==> config.mk <==
export PLATFORM = sky130hd
export DESIGN_NAME = cell_pos_reader
export DESIGN_NICKNAME = d
export VERILOG_FILES = /design/src/rtl/cell_pos_reader.sv
export SDC_FILE = /design/constraint.sdc
export NUM_CORES = 1
export LEC_CHECK = 0
export CAP_MARGIN = 25
export CORE_MARGIN = 10
export CORE_UTILIZATION = 55
export DETAILED_ROUTE_END_ITERATION = 8
export GPL_ROUTABILITY_DRIVEN = 1
export PLACE_DENSITY = 0.79
export SYNTH_ARGS = -nofsm -noshare
export SYNTH_HDL_FRONTEND = slang
export SYNTH_SLANG_ARGS = --single-unit
==> constraint.sdc <==
create_clock -name clk -period 4.2 [get_ports clk]
set_input_delay 0.63 -clock clk [delete_from_list [all_inputs] [get_ports clk]]
set_output_delay 0.63 -clock clk [all_outputs]
set_load 0.03 [all_outputs]
==> src/rtl/cell_pos_reader.sv <==
// Streams the particle positions of one cell out of a 2-cycle-latency position RAM.
// Reads the count at address 0, then issues credit-limited reads into an output FIFO.
module cell_pos_reader #(
  parameter int DATA_WIDTH = 96,
  parameter int ADDR_WIDTH = 8,
  parameter int FIFO_DEPTH = 4
) (
  input  logic                  clk,
  input  logic                  rst,
  input  logic                  start,
  output logic                  busy,
  output logic                  done,
  output logic [ADDR_WIDTH-1:0] particle_num,
  output logic [ADDR_WIDTH-1:0] cell_address,
  output logic                  cell_rden,
  output logic                  cell_wren,
  input  logic [DATA_WIDTH-1:0] cell_q,
  output logic                  out_valid,
  input  logic                  out_ready,
  output logic [DATA_WIDTH-1:0] out_data,
  output logic [ADDR_WIDTH-1:0] out_index
);

  localparam int CW = $clog2(FIFO_DEPTH + 1);
  localparam int PW = (FIFO_DEPTH > 1) ? $clog2(FIFO_DEPTH) : 1;
  localparam int EW = ADDR_WIDTH + DATA_WIDTH;
  localparam logic [CW+1:0] DEPTH_V  = (CW+2)'(FIFO_DEPTH);
  localparam logic [PW-1:0] LAST_PTR = PW'(FIFO_DEPTH - 1);

  typedef enum logic [2:0] {IDLE, RD_NUM, WAIT_NUM, STREAM, DRAIN} state_t;

  state_t                state;
  logic                  wait_cnt;
  logic [ADDR_WIDTH-1:0] next_addr;
  logic [1:0]            rd_pipe;
  logic [ADDR_WIDTH-1:0] idx_pipe0;
  logic [ADDR_WIDTH-1:0] idx_pipe1;
  logic [EW-1:0]         fifo_mem [FIFO_DEPTH];
  logic [PW-1:0]         wr_ptr;
  logic [PW-1:0]         rd_ptr;
  logic [CW-1:0]         fifo_count;

  logic                  push;
  logic                  pop;
  logic [CW-1:0]         count_next;
  logic [CW+1:0]         credit_sum;
  logic                  credit;
  logic [EW-1:0]         head;

  // Handshake: a beat moves when out_valid && out_ready; out_valid never drops without a pop.
  // Credit is judged for the cycle the read will be issued in: FIFO level after this edge
  // plus reads from that cycle's previous two cycles (rd_pipe[0] and the current cell_rden).
  always_comb begin
    push       = rd_pipe[1];
    pop        = out_valid & out_ready;
    count_next = fifo_count + CW'(push) - CW'(pop);
    credit_sum = (CW+2)'(count_next) + (CW+2)'(rd_pipe[0]) + (CW+2)'(cell_rden);
    credit     = credit_sum < DEPTH_V;
    head       = fifo_mem[rd_ptr];
  end

  assign cell_wren = 1'b0;
  assign out_valid = (fifo_count != '0);
  assign out_data  = out_valid ? head[DATA_WIDTH-1:0] : '0;
  assign out_index = out_valid ? head[EW-1:DATA_WIDTH] : '0;

  always_ff @(posedge clk or posedge rst) begin
    if (rst) begin
      state        <= IDLE;
      wait_cnt     <= 1'b0;
      next_addr    <= '0;
      busy         <= 1'b0;
      done         <= 1'b0;
      particle_num <= '0;
      cell_address <= '0;
      cell_rden    <= 1'b0;
    end else begin
      done      <= 1'b0;
      cell_rden <= 1'b0;
      case (state)
        IDLE: begin
          // done is still high in the cycle a stream finishes; a start there is dropped
          if (start && !done) begin
            state        <= RD_NUM;
            busy         <= 1'b1;
            cell_rden    <= 1'b1;
            cell_address <= '0;
          end
        end
        RD_NUM: begin
          state    <= WAIT_NUM;
          wait_cnt <= 1'b0;
        end
        WAIT_NUM: begin
          if (!wait_cnt) begin
            wait_cnt <= 1'b1;
          end else begin
            particle_num <= cell_q[ADDR_WIDTH-1:0];
            if (cell_q[ADDR_WIDTH-1:0] == '0) begin
              // nothing can be in flight, so the drain condition already holds
              state <= IDLE;
              busy  <= 1'b0;
              done  <= 1'b1;
            end else begin
              // FIFO is empty here, so the first particle read always has credit
              cell_rden    <= 1'b1;
              cell_address <= ADDR_WIDTH'(1);
              next_addr    <= ADDR_WIDTH'(2);
              state        <= (cell_q[ADDR_WIDTH-1:0] == ADDR_WIDTH'(1)) ? DRAIN : STREAM;
            end
          end
        end
        STREAM: begin
          if (credit) begin
            cell_rden    <= 1'b1;
            cell_address <= next_addr;
            if (next_addr == particle_num) state <= DRAIN;
            else                           next_addr <= next_addr + ADDR_WIDTH'(1);
          end
        end
        DRAIN: begin
          if (count_next == '0 && !rd_pipe[0] && !cell_rden) begin
            state <= IDLE;
            busy  <= 1'b0;
            done  <= 1'b1;
          end
        end
        default: state <= IDLE;
      endcase
    end
  end

  // Read-return tracking: only particle reads (issued in STREAM/DRAIN) land in the FIFO.
  always_ff @(posedge clk or posedge rst) begin
    if (rst) begin
      rd_pipe   <= 2'b00;
      idx_pipe0 <= '0;
      idx_pipe1 <= '0;
    end else begin
      rd_pipe   <= {rd_pipe[0], cell_rden && (state == STREAM || state == DRAIN)};
      idx_pipe0 <= cell_address;
      idx_pipe1 <= idx_pipe0;
    end
  end

  always_ff @(posedge clk or posedge rst) begin
    if (rst) begin
      wr_ptr     <= '0;
      rd_ptr     <= '0;
      fifo_count <= '0;
    end else begin
      if (push) wr_ptr <= (wr_ptr == LAST_PTR) ? '0 : wr_ptr + PW'(1);
      if (pop)  rd_ptr <= (rd_ptr == LAST_PTR) ? '0 : rd_ptr + PW'(1);
      fifo_count <= count_next;
    end
  end

  always_ff @(posedge clk) begin
    if (push) fifo_mem[wr_ptr] <= {idx_pipe1, cell_q};
  end

endmodule

==> flow_metrics.env <==
export IMPL_grt_pass1_wl_um=58700
export IMPL_setup_tns_ns=0
export IMPL_reg2reg_from="fifo_count[1]"
export IMPL_clockBufferDepth=3
export IMPL_instances_no_fill=1618
export IMPL_place_congestion=0.805
export IMPL_synth_nets=999
export IMPL_crit_family="buffers and inverters"
export IMPL_ir_drop_uv=496
export IMPL_clk_pin_slew_ns=0.06
export IMPL_cts_tree="done"
export IMPL_min_period_ns=3.75
export IMPL_cts_resized=0
export IMPL_max_stage_delay_ns=0.88
export IMPL_crit_type="reg -> out"
export IMPL_hpwl_um=22900
export IMPL_start_util_pct=55.9
export IMPL_io_pins=225
export IMPL_grt_pass1_vias=9913
export IMPL_rows=66
export IMPL_drc=0
export IMPL_rrSetupSlack_ns=0.76
export IMPL_die_area_um2=40900
export IMPL_path_buf_inv=2
export IMPL_hold_violations=0
export IMPL_path_max_fanout=31
export IMPL_fp_dieH_um=202
export IMPL_setup_viol_count_final=0
export IMPL_drt_iter0_markers=655
export IMPL_cts_setup_buffers=0
export IMPL_ys_types=57
export IMPL_slew_violations=0
export IMPL_yosys_top_cells_area="edfxtp_1, mux4_2, dfrtp_1, and2_1, ha_1"
export IMPL_grt_usage_pct=18.3
export IMPL_grt_overflow=0
export IMPL_synth_edf_count=416
export IMPL_cp_arrival_ns=3.12
export IMPL_antenna_found_initial=3
export IMPL_ys_seq_area_share_pct=76.0
export IMPL_r2r_end="cell_address[0]"
export IMPL_wl_per_cell_um=23.4
export IMPL_core_um2=32700
export IMPL_drive_above_1_share_pct=17.9
export IMPL_syn_cell_area_um2=18300
export IMPL_synth_avg_cell_area_um2=20.6
export IMPL_status="finished, final reports clean"
export IMPL_multi_input_area_um2=4130
export IMPL_cp_start_kind="flop"
export IMPL_fillers=2102
export IMPL_fin_crit_sh_pct=89.2
export IMPL_crit_slowest_cell="dfrtp_4"
export IMPL_ctsHoldBuffers=0
export IMPL_min_from="idx_pipe0[0]"
export IMPL_ys_warnings_count=0
export IMPL_wl_um=37900
export IMPL_rsz0062_at_grt="false"
export IMPL_port_buffers=223
export IMPL_power_w=0.0165
export IMPL_final_util_pct=69.3
export IMPL_synth_most_common_cell="edfxtp_1"
export IMPL_yosys_most_used_dff="edfxtp_1"
export IMPL_h_tree_depth=2
export IMPL_cts_root_buf="clkbuf_16"
export IMPL_vias_per_cell=5.64
export IMPL_cts_buffers=47
export IMPL_fin_skew_ns=0.0183
export IMPL_whs_endpoint="idx_pipe1[0]"
export IMPL_final_nets=1249
export IMPL_max_freq_mhz=267
export IMPL_cp_required_ns=3.57
export IMPL_synth_ff_latch_count=472
export IMPL_synthTopCellsByCount="edfxtp_1, and2_1, mux4_2, dfrtp_1, clkbuf_1"
export IMPL_grt_max_degree=106
export IMPL_die_x_um=202
export IMPL_whs_path_depth=0
export IMPL_firstDrtPassIters=5
export IMPL_place_inst=1530
export IMPL_cp_end_kind="output port"
export IMPL_slew_headroom_pct=32.0
export IMPL_postSynthCellCount=889
export IMPL_synth_largest_area_cell="edfxtp_1"
export IMPL_worstHoldPathType="reg -> reg"
export IMPL_synthArstFlopShare_pct=11.9
export IMPL_seqCellArea_um2=13900
export IMPL_syn_to_final_growth_pct=23.9
export IMPL_insertion_delay_ns=0.53
export IMPL_ant_nets=0
export IMPL_p_per_area_nw_per_um2=731
export IMPL_worstMarginPinSlew_ns=1.02
export IMPL_power_static_leakage_nw=7.63
export IMPL_drv_cap=0
export IMPL_path_cells="buf_4 > mux4_2 > and2_1 > clkdlybuf4s50_1"
export IMPL_reg2reg_depth=14
export IMPL_routed_via_count=9127
export IMPL_synth_top_area_share_pct=68.3
export IMPL_clock_sinks=472
flip-flops by register name, indices dropped and copies added, names as in the netlist:
name,flops
fifo_mem,416
fifo_count,3
wait_cnt,1
state,3
wr_ptr,2
idx_pipe0,8
rd_pipe,2
done,1
cell_rden,1
cell_address,8
next_addr,8
rd_ptr,2
idx_pipe1,8
busy,1
particle_num,8
power breakdown:
part | total (W) | leakage (nW) | internal (W) | switching [W]
registers | 0.00595 | 4.48 | 0.00561 | 0.000336
clock network | 0.00395 | 0.716 | 0.00234 | 0.00161
logic | 0.00665 | 2.44 | 0.00305 | 0.00361
worst reg2reg max path, stage by stage, from the launching register on:
cell,delay [ns]
dfrtp_1,0.41
or3_4,0.40
nand2_1,0.14
inv_1,0.06
ha_1,0.27
inv_1,0.05
ha_1,0.12
inv_1,0.05
fa_1,0.40
xnor3_1,0.37
o21ai_2,0.13
a21bo_1,0.21
a221oi_2,0.27
buf_4,0.25
mux2i_1,0.23
stage by stage:
step / cell area, um^2 / setup WS, ns / hold WS (ns)
floorplan: 18300 / 0.698 / 0.331
CTS: 22600 / 0.354 / 0.346
global placement: 21100 / 0.523 / 0.334
detailed placement: 21100 / 0.448 / 0.335
global route: 22600 / 0.312 / 0.366
finish: 22600 / 0.455 / 0.346
per-layer routing:
metal	part of all wire (%)	global-route usage, %	vias to the layer above	routed length, um
met5	0.058	0	-	22
met4	1.6	4.37	4	594
met3	6.0	4.11	58	2270
met2	52	31.3	277	19700
met1	40	23.6	4753	15300
li1	-	-	4035	-
cells in the final DEF, fill, tap and decap left out, drive strengths merged, types with 2 or more instances in the layout:
cell type      netlist  routed
edfxtp             416     416
clkdlybuf4s50        0     223
and2               109     109
mux4               104     104
clkbuf              24      61
dfrtp               56      56
inv                 22      22
buf                 19      21
clkinv               0      20
mux2                17      17
nand2               16      16
nor2                15      15
o21ai               10      10
ha                   9       9
nand3                8       8
mux2i                8       8
xor2                 7       7
nor2b                6       6
a21oi                5       5
nor3                 4       4
bufinv               0       3
nor4                 3       3
diode                0       2
nor4b                2       2
and3                 2       2
worst max path at each step:
| stage | depth (start not counted) | endpoint | startpoint |
|---|---|---|---|
| global placement | 13 | state[2] | out_ready |
| finish | 4 | out_data[25] | rd_ptr[0] |
| global route | 4 | out_data[7] | rd_ptr[0] |
| floorplan | 3 | fifo_mem[0][0] | wr_ptr[0] |
| CTS | 4 | out_data[25] | rd_ptr[0] |
| detailed placement | 14 | cell_address[0] | out_ready |
area by class of cell:
cell class	instances	area share [%]
Antenna cell	2	0.0221
Clock buffer	61	5.70
Clock inverter	23	0.773
Inverter	22	0.365
Multi-Input combinational cell	352	18.2
Sequential cell	472	61.4
Tap cell	442	2.44
Timing Repair Buffer	244	11.1
cell families (layout without fill, tap and decap cells):
logic type      Yosys count  in the layout  share of synthesized area, %
flops                   472            472                          76.0
simple gates            172            172                          5.57
mux                     129            129                          14.3
buf+inv                  65            350                          1.48
compound gates           31             31                          1.33
fa+ha+maj                10             10                         0.726
xor+xnor                  9              9                         0.548
other cells               1              3                        0.0205
Note: power is estimated with default switching activity, not from simulation.
